### src/rtl/instr_encode_loader.sv
// Program loader: packs decoded MIPS fields into R/I/J words and streams them
// into instruction memory at consecutive word addresses through a one-deep pending stage.
module instr_encode_loader #(
  parameter int          MEM_DEPTH = 64,
  parameter logic [31:0] BASE_ADDR = 32'h0000_0000
) (
  input  logic                         clk,
  input  logic                         rst_n,
  input  logic                         start,
  input  logic                         finish,
  input  logic                         in_valid,
  output logic                         in_ready,
  input  logic [1:0]                   fmt,
  input  logic [5:0]                   opcode,
  input  logic [4:0]                   rs,
  input  logic [4:0]                   rt,
  input  logic [4:0]                   rd,
  input  logic [4:0]                   shamt,
  input  logic [5:0]                   funct,
  input  logic [15:0]                  immediate,
  input  logic [25:0]                  address,
  output logic                         mem_we,
  output logic [31:0]                  mem_addr,
  output logic [31:0]                  mem_wdata,
  output logic [$clog2(MEM_DEPTH):0]   word_count,
  output logic                         busy,
  output logic                         done,
  output logic                         full,
  output logic                         err_fmt
);
  localparam int CW = $clog2(MEM_DEPTH) + 1;

  typedef enum logic [1:0] {IDLE = 2'd0, LOAD = 2'd1, DONE = 2'd2} state_t;
  typedef struct packed {
    logic        vld;
    logic [31:0] word;
  } pend_t;

  state_t      state, state_nxt;
  pend_t       pend;
  logic [31:0] enc;
  logic        legal, accept, last_wr, enter_load;
  logic [CW:0] occ;

  // Legal words must decode back to their own format: opcode 0 is R, 2/3 are J.
  always_comb begin
    enc   = '0;
    legal = 1'b0;
    case (fmt)
      2'd0: begin
        enc   = {6'h00, rs, rt, rd, shamt, funct};
        legal = 1'b1;
      end
      2'd1: begin
        enc   = {opcode, rs, rt, immediate};
        legal = !(opcode == 6'd0 || opcode == 6'd2 || opcode == 6'd3);
      end
      2'd2: begin
        enc   = {opcode, address};
        legal = (opcode == 6'd2 || opcode == 6'd3);
      end
      default: ;
    endcase
  end

  assign occ        = {1'b0, word_count} + (CW+1)'(pend.vld);
  assign accept     = in_valid && in_ready;
  assign last_wr    = pend.vld && (word_count == CW'(MEM_DEPTH - 1));
  assign enter_load = (state != LOAD) && (state_nxt == LOAD);

  always_ff @(posedge clk or negedge rst_n) begin
    if (!rst_n) state <= IDLE;
    else        state <= state_nxt;
  end

  // finish blocks new accepts, so any pending word is written in the finish cycle itself.
  always_comb begin
    state_nxt = state;
    case (state)
      IDLE:    if (start) state_nxt = LOAD;
      LOAD:    if (last_wr || finish) state_nxt = DONE;
      DONE:    if (start) state_nxt = LOAD;
      default: state_nxt = IDLE;
    endcase
  end

  always_comb begin
    busy     = (state == LOAD);
    done     = (state == DONE);
    in_ready = (state == LOAD) && (occ < (CW+1)'(MEM_DEPTH)) && !finish;
  end

  always_ff @(posedge clk or negedge rst_n) begin
    if (!rst_n) begin
      pend       <= '0;
      word_count <= '0;
      full       <= 1'b0;
      err_fmt    <= 1'b0;
    end else begin
      pend.vld <= accept && legal;
      if (accept && legal) pend.word <= enc;
      err_fmt <= accept && !legal;
      if (enter_load) begin
        word_count <= '0;
        full       <= 1'b0;
      end else if (pend.vld) begin
        word_count <= word_count + CW'(1);
        if (last_wr) full <= 1'b1;
      end
    end
  end

  assign mem_we    = pend.vld;
  assign mem_wdata = pend.word;
  assign mem_addr  = BASE_ADDR + (32'(word_count) << 2);

endmodule

### config.mk
export PLATFORM = sky130hd
export DESIGN_NAME = instr_encode_loader
export DESIGN_NICKNAME = d
export VERILOG_FILES = /design/src/rtl/instr_encode_loader.sv
export SDC_FILE = /design/constraint.sdc
export NUM_CORES = 1
export LEC_CHECK = 0
export BUFFER_PORTS_ARGS = -buffer_cell sky130_fd_sc_hd__clkbuf_2
export CORE_MARGIN = 1
export CORE_UTILIZATION = 39
export DETAILED_ROUTE_END_ITERATION = 8
export GPL_TIMING_DRIVEN = 0
export PLACE_DENSITY = 0.77
export SLEW_MARGIN = 20
export SYNTH_ARGS = -nofsm -noshare
export SYNTH_HDL_FRONTEND = slang
export SYNTH_SLANG_ARGS = --single-unit
### constraint.sdc
create_clock -name clk -period 1.9 [get_ports clk]
set_clock_uncertainty 0.2 [all_clocks]
set_input_delay 0.57 -clock clk [delete_from_list [all_inputs] [get_ports clk]]
set_output_delay 0.57 -clock clk [all_outputs]
set_load 0.1 [all_outputs]
Yosys cells after proc, flatten, opt, wreduce, memory -nomap -nowiden
Index checks and enable logic that the tools add are counted.
{ "word_totals": {"ff_bits": 44, "in_bits": 81, "output_inout_bits": 77, "word_cells": 49} }
{ "op_classes": {"add_sub_neg": 2, "order_cmp": 1, "n_eq_ne": 9, "muxes": 10, "n_reduce_logical": 21} }
{ "op_table": {"columns": ["op", "n"], "rows": [
  ["$pmux W32 S3", 1],
  ["$mux W7", 2],
  ["$eq A6 B2 Y1 const B", 2],
  ["$add A7 B1 Y8", 1],
  ["$lt A8 B7 Y1 const B", 1],
  ["$add A7 B1 Y7 const B", 1],
  ["$eq A7 B6 Y1 const B", 1],
  ["$logic_and A1 B1 Y1", 7],
  ["$eq A2 B1 Y1 const B", 3],
  ["$logic_not A6 Y1", 1],
  ["$eq A2 B2 Y1 const B", 2],
  ["$logic_not A2 Y1", 2],
  ["$logic_or A1 B1 Y1", 4],
  ["$mux W2", 2],
  ["$pmux W2 S2", 1],
  ["$reduce_bool A2 Y1", 2],
  ["$logic_not A1 Y1", 3],
  ["$mux W1", 3],
  ["$pmux W1 S3", 1],
  ["$ne A2 B1 Y1 const B", 1],
  ["$reduce_and A2 Y1", 1],
  ["$reduce_or A2 Y1", 1]
]} }

Logic depth before layout (Yosys ltp)
Gate-level depths: netlist of the first run.
{ "depth": {"word_depth": 9, "depth_mapped": 7, "depth_no_buf": 5} }

Worst setup path before layout of the first run
No wires, ideal clock.
{ "synth_path": {"kind": "reg-to-output", "from": "reg word_count[6]", "to": "out in_ready", "t_arrival_ns": 1.974, "required_time_ns": 1.130, "path_slack_ns": -0.844, "path_stages_with_launch": 3, "path_buffers": 0, "cell_sequence": "dfrtp_1 > nor4b_2 > o21a_1"} }
{ "synth_between": {"elab_chain_len": 4} }
{ "synth_lines": {"columns": ["element", "line", "source"], "rows": [
  ["start, declared", "25", "output logic [$clog2(MEM_DEPTH):0] word_count,"],
  ["start signal, assigned", "107", "word_count <= word_count + CW'(1);"],
  ["$add A7 B1 Y8", "66", "assign occ = {1'b0, word_count} + (CW+1)'(pend.vld);"],
  ["$lt A8 B7 Y1", "90", "in_ready = (state == LOAD) && (occ < (CW+1)'(MEM_DEPTH)) && !finish;"],
  ["$logic_and A1 B1 Y1 (2 in a row)", "90", null],
  ["end, declared", "12", "output logic in_ready,"]
]} }
No other way between the ends.

Final worst setup path of the first run
{ "layout_path": {"from": "reg state[1]", "to": "out in_ready"} }
{ "layout_between": {"elab_chain_len": 3} }
{ "layout_lines": {"columns": ["element", "line", "source"], "rows": [
  ["start, declared", "39", "state_t state, state_nxt;"],
  ["start signal, assigned", "73", "else state <= state_nxt;"],
  ["$eq A2 B1 Y1", "90", null],
  ["$logic_and A1 B1 Y1 (2 in a row)", "90", null]
]} }
No other way between the ends.

==> out/summary.txt, run 1 <==
Leakage: 2.227 nW
fin. max-slew vios: 0
RSZ-0062 raised after global routing: true
first-pass detailed-route iteration total: 4
part of the power in the clock network: 11.8%
failing checks: setup timing
FFs w/ async S/R, synth: 100.0%
area occupied by multi-input gates: 1339 um2
CTS tree: done
Worst Hold Class: in -> async
share of cells above drive strength 1: 60.98%
Finished Cell Area: 4297 um2
Period minus WS final: 2.249 ns
GRT Residual Overflow: 0
period utilization: 118.4%
Flop pwr share: 22.9%
worst-case clock buffer depth: 2
PwrDens: 1541 nW/um2
Horiz. Die Dim: 81.76 um
DR WL/cell: 14.32 um
Rel. slew slack: 62.78%
worst setup margin: -0.3492 ns
die area: 6685 um2
switching share of power: 58.53%
vias in the first global route: 2230
Via density: 4.738
crit end category: output port
clk sink count: 44
top cells by area, synth: dfrtp_1, buf_4, mux2i_1, mux2_1, o21ai_0
number of antenna violations at the first check in global routing: 0
cell-internal power: 2.746 mW
Area Growth Syn to Fin: 73.17%
crit path capture: in_ready
syn_area_per_cell: 10.34 um2
Final Setup Violations: 39
Inserted Clock Buffers: 5
most frequent cells in the layout: clkbuf_2, buf_4, dfrtp_1
area of the mapped netlist: 2481 um2
Reg clk slew, reported paths: 0.08 ns
crit path kind: reg -> out
DR iter-0 viols: 65
die height: 81.76 um
Detailed Route WL: 7204 um
Cell Area, Placed: 3392 um2
ANT nets after route: 0
maximum clock frequency: 0.4446 GHz
Reg2Reg Setup Slack: -0.27 ns
Initial Util: 41.18%
Root Driver: clkbuf_8
Rows: 28
post-synthesis instance total: 240
Hold WS: 0.04958 ns
Synth top area share: 44.38%
crit path DAT: 1.48 ns
Top Ports: 158
IO buf count: 131
drt drc: 0
core area: 6026 um2
clk_lat worst skew: 0.29 ns
Synth area leader: dfrtp_1
Worst EP required: 1.13 ns
first-pass GRT wire length: 10370 um
RR Startpoint: state[1]$_DFF_PN0_
Layout Nets: 509
GP Congestion: 0.8396
commonest non-fill, non-tap cell in the layout: clkbuf_2
outcome: finished, violations left
antenna cells: 0
Main synth FF type: dfrtp_1
Reg-to-Reg End: mem_wdata[14]$_DFFE_PN0P_
Crit Path Max Fanout: 3
via count: 2383
switching pwr: 3.876 mW
total track usage: 20.69%
H-tree level count: 2
Post-synth EDFFs: 0
Synth Warn #: 0
Seq. cell area: 1130 um2
dpl ws: -0.6867 ns
largest net degree at the start of global routing: 45
crit path launch: state[1]$_DFF_PN0_
Yosys reg bits: 44
Hold Violations, Final: 0
R2R cell count: 7
worst IR drop on VDD: 1.305 mV
number of fill cells: 440
CTS Hold Bufs: 0
Worst-Margin Slew: 0.5583 ns
DP Wirelength: 4788 um
Startpoint Class: register
synth unique cells: 33
Logic pwr share: 65.3%
Max Cap Viol: 0
sequential area share after synthesis: 44.38%
## cell type report
type / count / share of cell area (%)
timing repair buffer: 157 / 28.25
tap: 75 / 2.184
sequential: 44 / 26.30
buffer: 45 / 8.270
clock buffer: 7 / 2.242
clock inverter: 1 / 0.6989
multi-input combinational: 164 / 31.16
inverter: 10 / 0.9027
## worst max-delay path, cell delays in order (launching register included)
cell and delay (ns):
dfrtp_2 0.44, nor4b_4 0.33, o21a_2 0.22, clkbuf_16 0.20
## state kept, by name (all words and copies together) (netlist names)
signal,count
mem_wdata,32
word_count,7
state,2
err_fmt,1
full,1
mem_we,1
## cell usage after synthesis (all sizes together) (2+ instances only)
library cell,n
buf,37
mux2,16
nand3,2
nand4,3
nor2b,3
nand2b,2
inv,9
dfrtp,44
mux2i,23
a2bb2oi,10
a221oi,10
nand2,24
o21ai,20
nor2,8
clkbuf,9
xor2,4
a21oi,3
## repair_timing
action,CTS,global route
hold endpoints to repair,0,0
pin swaps,2,1
gates cloned,0,2
endpoints found under the setup margin,62,70
resized for setup,68,87
setup buffers,11,14
## power by group through the flow
stage	Sequential (mW)	Clock (mW)	Combinational, mW
after floorplan	3.94	0	0.826
after global placement	1.49	0	3.85
after detailed placement	1.50	0	3.89
after CTS	1.49	0.801	4.05
after global routing	1.55	0.845	4.46
final	1.51	0.783	4.33
## worst min path at each step
stage,endpoint,cells past startpoint,slack [ns]
6_report,mem_wdata[13]$_DFFE_PN0P_,1,0.05
5_1_grt,mem_wdata[9]$_DFFE_PN0P_,1,0.10
4_1_cts,state[1]$_DFF_PN0_,2,0.30
3_5_place_dp,mem_wdata[8]$_DFFE_PN0P_,1,0.28
3_3_place_gp,mem_wdata[11]$_DFFE_PN0P_,1,0.27
2_1_floorplan,err_fmt$_DFF_PN0_,0,0.07
## per-stage QoR
step | util (%) | total power, mW | std cells | setup TNS (ns)
2_1_floorplan | - | 4.765 | 264 | -7.774
3_3_place_gp | 56.29 | 5.342 | 470 | -19.11
3_5_place_dp | 56.29 | 5.386 | 470 | -19.87
4_1_cts | 65.05 | 6.337 | 488 | -6.561
5_1_grt | 71.30 | 6.857 | 503 | -11.74
6_report | 71.30 | 6.623 | 503 | -8.189
## kinds of logic after synthesis
| family | share of synthesized area (%) |
|---|---|
| xor+xnor | 1.765 |
| other cells | 0.1511 |
| compound gates | 13.67 |
| buf+inv | 14.17 |
| simple gates | 8.825 |
| fa+ha+maj | 0.5042 |
| mux | 16.54 |
| flops | 44.38 |
## layer usage
metal / routed length, um / part of all wire, % / global-route usage (%) / vias up
li1: - / - / - / 1154
met1: 2790 / 39 / 22.76 / 1123
met2: 3885 / 54 / 38.10 / 90
met3: 351 / 4.9 / 4.444 / 16
met4: 177 / 2.5 / 8.596 / 0
met5: 0 / 0 / 0 / -
(Power assumes the default switching activity.)
==> run 2: changes to the inputs <==
--- a/config.mk
+++ b/config.mk
@@ -7,10 +7,10 @@
 export LEC_CHECK = 0
 export BUFFER_PORTS_ARGS = -buffer_cell sky130_fd_sc_hd__clkbuf_2
 export CORE_MARGIN = 1
-export CORE_UTILIZATION = 39
+export CORE_UTILIZATION = 43
 export DETAILED_ROUTE_END_ITERATION = 8
 export GPL_TIMING_DRIVEN = 0
-export PLACE_DENSITY = 0.77
+export PLACE_DENSITY = 0.81
 export SLEW_MARGIN = 20
 export SYNTH_ARGS = -nofsm -noshare
 export SYNTH_HDL_FRONTEND = slang
==> constraint.sdc (replaced) <==
create_clock -name clk -period 2.5 [get_ports clk]
set_clock_uncertainty 0.2 [all_clocks]
set_input_delay 0.75 -clock clk [delete_from_list [all_inputs] [get_ports clk]]
set_output_delay 0.75 -clock clk [all_outputs]
set_load 0.1 [all_outputs]
==> out/summary.txt, run 2 (synthesized netlist as in run 1, its figures left out) <==
crit path kind: in -> out
Crit Path Max Fanout: 2
Reg clk slew, reported paths: 0.08 ns
via count: 2275
RSZ-0062 raised after global routing: true
Slowest-stage cell, CP: nor4b_4
fin util: 62.67%
Cell Area, Placed: 3323 um2
GRT Residual Overflow: 0
DR WL/cell: 12.54 um
period utilization: 98.94%
fin. max-slew vios: 0
max FFs per register: 32
Leakage: 1.898 nW
crit end category: output port
Final Setup Violations: 0
Layout Nets: 486
top cell family by delay on the critical path: buffers and inverters
Worst Hold Class: in -> async
clk_lat worst skew: 0.29 ns
die area: 6078 um2
most frequent cells in the layout: clkbuf_2, dfrtp_1, buf_4
Detailed Route WL: 5981 um
Reg2Reg Setup Slack: 0.29 ns
Max Cap Viol: 0
total track usage: 20.12%
Horiz. Die Dim: 77.96 um
commonest non-fill, non-tap cell in the layout: clkbuf_2
Area Growth Syn to Fin: 39.94%
number of fill cells: 487
ANT nets after route: 0
Rows: 27
PwrDens: 1291 nW/um2
Hold WS: 0.2428 ns
number of antenna violations at the first check in global routing: 0
Rel. slew slack: 61.88%
stages on the worst setup path: 4
Reg-to-Reg End: mem_wdata[6]$_DFFE_PN0P_
crit path launch: finish
Hold Violations, Final: 0
worst-case clock buffer depth: 2
DP Wirelength: 4607 um
Top Ports: 158
Root Driver: clkbuf_8
crit path capture: in_ready
Period minus WS final: 2.474 ns
drt drc: 0
first-pass GRT wire length: 9653 um
clk sink count: 44
GP Congestion: 0.7814
share of cells above drive strength 1: 46.91%
die height: 77.96 um
vias in the first global route: 2121
antenna cells: 0
dpl ws: -0.4054 ns
IO buf count: 131
worst IR drop on VDD: 0.7021 mV
Inserted Clock Buffers: 5
Initial Util: 44.78%
CP peak stage delay: 0.27 ns
crit path DAT: 1.52 ns
Worst EP required: 1.55 ns
Worst-Margin Slew: 0.5718 ns
Via density: 4.769
Finished Cell Area: 3472 um2
first-pass detailed-route iteration total: 4
outcome: complete, no violations
CP cell instances: buf_8, nor4b_4, o21a_2, clkbuf_16
DR iter-0 viols: 95
maximum clock frequency: 0.4043 GHz
R2R cell count: 6
CTS tree: done
crit path buf inv count: 2
post-route setup TNS: 0 ns
worst setup margin: 0.02648 ns
RR Startpoint: state[1]$_DFF_PN0_
largest net degree at the start of global routing: 45
core area: 5540 um2
Startpoint Class: input port
H-tree level count: 2
==> run 2: changes by cell type in the layout (fill, tap and decap cells not counted), moves of 7 or more <==
| cell | before | now |
|---|---|---|
| a221oi_1 | 1 | 10 |
| a221oi_2 | 9 | 0 |
| a2bb2oi_1 | 0 | 10 |
| a2bb2oi_2 | 10 | 0 |
| buf_2 | 19 | 2 |
| buf_6 | 14 | 2 |
| clkbuf_16 | 12 | 1 |
| clkbuf_2 | 81 | 128 |
| clkbuf_4 | 23 | 0 |
| dfrtp_4 | 7 | 0 |
| mux2_1 | 0 | 13 |
| mux2_4 | 16 | 0 |
==> run 2: where the power goes <==
part | switching, mW | internal [mW] | total (mW)
registers | 0.145 | 0.971 | 1.12
clock network | 0.229 | 0.196 | 0.426
logic | 2.48 | 0.464 | 2.94
total | 2.85 | 1.63 | 4.48
==> run 2: area by class of cell <==
cell class | instances | area [um2] | area share [%]
plain buffers | 45 | 310.3 | 8.937
clock buffers | 7 | 76.32 | 2.198
clock inverters | 1 | 5.005 | 0.1441
inverters | 10 | 37.54 | 1.081
multi-input cells | 164 | 1137 | 32.76
flip-flops and latches | 44 | 1105 | 31.82
well taps | 72 | 90.09 | 2.595
repair buffers | 134 | 710.7 | 20.47
==> run 2: worst min path at each step <==
stage                              start                        end  slack (ns)  depth (start not counted)
6_report                           rst_n   mem_wdata[2]$_DFFE_PN0P_        0.24                          1
5_1_grt                            rst_n   mem_wdata[0]$_DFFE_PN0P_        0.29                          1
4_1_cts        mem_wdata[12]$_DFFE_PN0P_  mem_wdata[12]$_DFFE_PN0P_        0.29                          1
3_5_place_dp   mem_wdata[12]$_DFFE_PN0P_  mem_wdata[12]$_DFFE_PN0P_        0.28                          1
3_3_place_gp    mem_wdata[3]$_DFFE_PN0P_   mem_wdata[3]$_DFFE_PN0P_        0.27                          1
2_1_floorplan                      rst_n          err_fmt$_DFF_PN0_        0.25                          0
==> run 2: repair_timing <==
| item | CTS | global route |
|---|---|---|
| resized for setup | 5 | 5 |
| setup endpoints to repair | 14 | 16 |
| gates cloned | 0 | 0 |
| hold buffers | 0 | 0 |
| setup buffers | 0 | 3 |
| hold endpoints to repair | 0 | 0 |
| pin swaps | 0 | 2 |
==> run 2: through the flow <==
step,power (mW),std cells
2_1_floorplan,3.587,264
3_3_place_gp,4.021,467
3_5_place_dp,4.056,467
4_1_cts,4.497,475
5_1_grt,4.650,477
6_report,4.484,477
==> run 2: layer usage <==
layer	track usage [%]	wire length (um)	vias to the layer above
met2	36.19	3133	86
li1	-	-	1113
met3	3.765	307	13
met5	0	0	-
met1	23.97	2430	1063
met4	6.852	110	0
==> run 3: changes to the inputs <==
--- a/config.mk
+++ b/config.mk
@@ -11,6 +11,7 @@
 export DETAILED_ROUTE_END_ITERATION = 8
 export GPL_TIMING_DRIVEN = 0
 export PLACE_DENSITY = 0.81
+export SETUP_SLACK_MARGIN = 0.3
 export SLEW_MARGIN = 20
 export SYNTH_ARGS = -nofsm -noshare
 export SYNTH_HDL_FRONTEND = slang
==> out/summary.txt, run 3 (synthesized netlist as in run 1, its figures left out) <==
Final Setup Violations: 0
DR WL/cell: 13.59 um
IO buf count: 131
Non-Filler Instances: 483
most frequent cells in the layout: clkbuf_2, buf_4, dfrtp_1
clk sink count: 44
Inserted Clock Buffers: 5
H-tree level count: 2
max FFs per register: 32
share of cells above drive strength 1: 58.64%
largest net degree at the start of global routing: 45
DP Wirelength: 4682 um
Period minus WS final: 2.470 ns
clk_lat worst skew: 0.29 ns
ANT nets after route: 0
Worst EP required: 1.55 ns
total track usage: 21.84%
worst IR drop on VDD: 1.181 mV
antenna cells: 0
Rows: 27
Leakage: 2.033 nW
cell total after placement: 467
GRT Residual Overflow: 0
die area: 6078 um2
DR iter-0 viols: 95
via count: 2307
outcome: complete, no violations
drt drc: 0
Top Ports: 158
worst-case clock buffer depth: 2
maximum clock frequency: 0.4048 GHz
Rel. slew slack: 62.37%
Detailed Route WL: 6564 um
Initial Util: 44.78%
Design Power: 4.744 mW
vias in the first global route: 2190
post-route setup TNS: 0 ns
dpl ws: -0.2193 ns
Hold WS: 0.2310 ns
Worst Hold Class: in -> async
crit path kind: in -> out
fin util: 69.35%
commonest non-fill, non-tap cell in the layout: clkbuf_2
number of antenna violations at the first check in global routing: 0
worst setup margin: 0.02975 ns
crit path DAT: 1.52 ns
CTS Hold Bufs: 0
RSZ-0062 raised after global routing: true
Root Driver: clkbuf_8
first-pass detailed-route iteration total: 4
crit end category: output port
Area Growth Syn to Fin: 54.87%
GP Congestion: 0.8078
Reg clk slew, reported paths: 0.08 ns
Hold Violations, Final: 0
CTS tree: done
first-pass GRT wire length: 10340 um
PwrDens: 1235 nW/um2
Crit Path Max Fanout: 3
core area: 5540 um2
Layout Nets: 492
Cell Area, Placed: 3403 um2
Via density: 4.776
Max Cap Viol: 0
period utilization: 98.81%
Worst-Margin Slew: 0.5645 ns
Finished Cell Area: 3842 um2
fin. max-slew vios: 0
Horiz. Die Dim: 77.96 um
Startpoint Class: input port
die height: 77.96 um
==> run 3: worst max-delay path, stage by stage <==
cell and delay (ns):
clkbuf_2 0.12, nor4b_4 0.26, o21a_2 0.20, clkbuf_16 0.19
==> run 3: repair_timing <==
item                       CTS  global route
resized for setup           16            48
gates cloned                 1             0
setup endpoints to repair   23            37
setup buffers                5             2
pin swaps                    2             1
==> run 3: report_power, final <==
part           switching (mW)  internal, mW  total (mW)
clock                   0.240         0.221       0.461
sequential              0.182         0.972        1.15
combinational            2.51         0.614        3.13
==> run 3: cell type report <==
class	instances	area (um2)
clock buffers	6	82.58
plain buffers	46	342.8
flip-flops and latches	44	1111
inverters	10	41.29
well taps	72	90.09
fillers	427	1698
clock inverters	2	10.01
multi-input cells	164	1373
repair buffers	139	792.0
==> run 3: metal layers <==
metal	up-vias	track usage (%)	share of wire, %
met5	-	0	0
met4	0	6.667	1.4
met3	10	4.824	5.5
met2	92	37.70	51
met1	1086	27.19	42
li1	1119	-	-
==> run 3: path summary, 6_finish.rpt <==
kind / startpoint / end / slack, ns / cells past startpoint
setup / recovery: finish / in_ready / 0.03 / 4
max in group asynchronous: rst_n / word_count[6]$_DFFE_PN0P_ / 1.44 / 1
setup reg to reg: state[1]$_DFF_PN0_ / mem_wdata[11]$_DFFE_PN0P_ / 0.29 / 8
min in group clk: mem_wdata[14]$_DFFE_PN0P_ / mem_wdata[14]$_DFFE_PN0P_ / 0.31 / 1
hold reg to reg: mem_wdata[14]$_DFFE_PN0P_ / mem_wdata[14]$_DFFE_PN0P_ / 0.31 / 1
hold / removal: rst_n / mem_wdata[29]$_DFFE_PN0P_ / 0.23 / 1
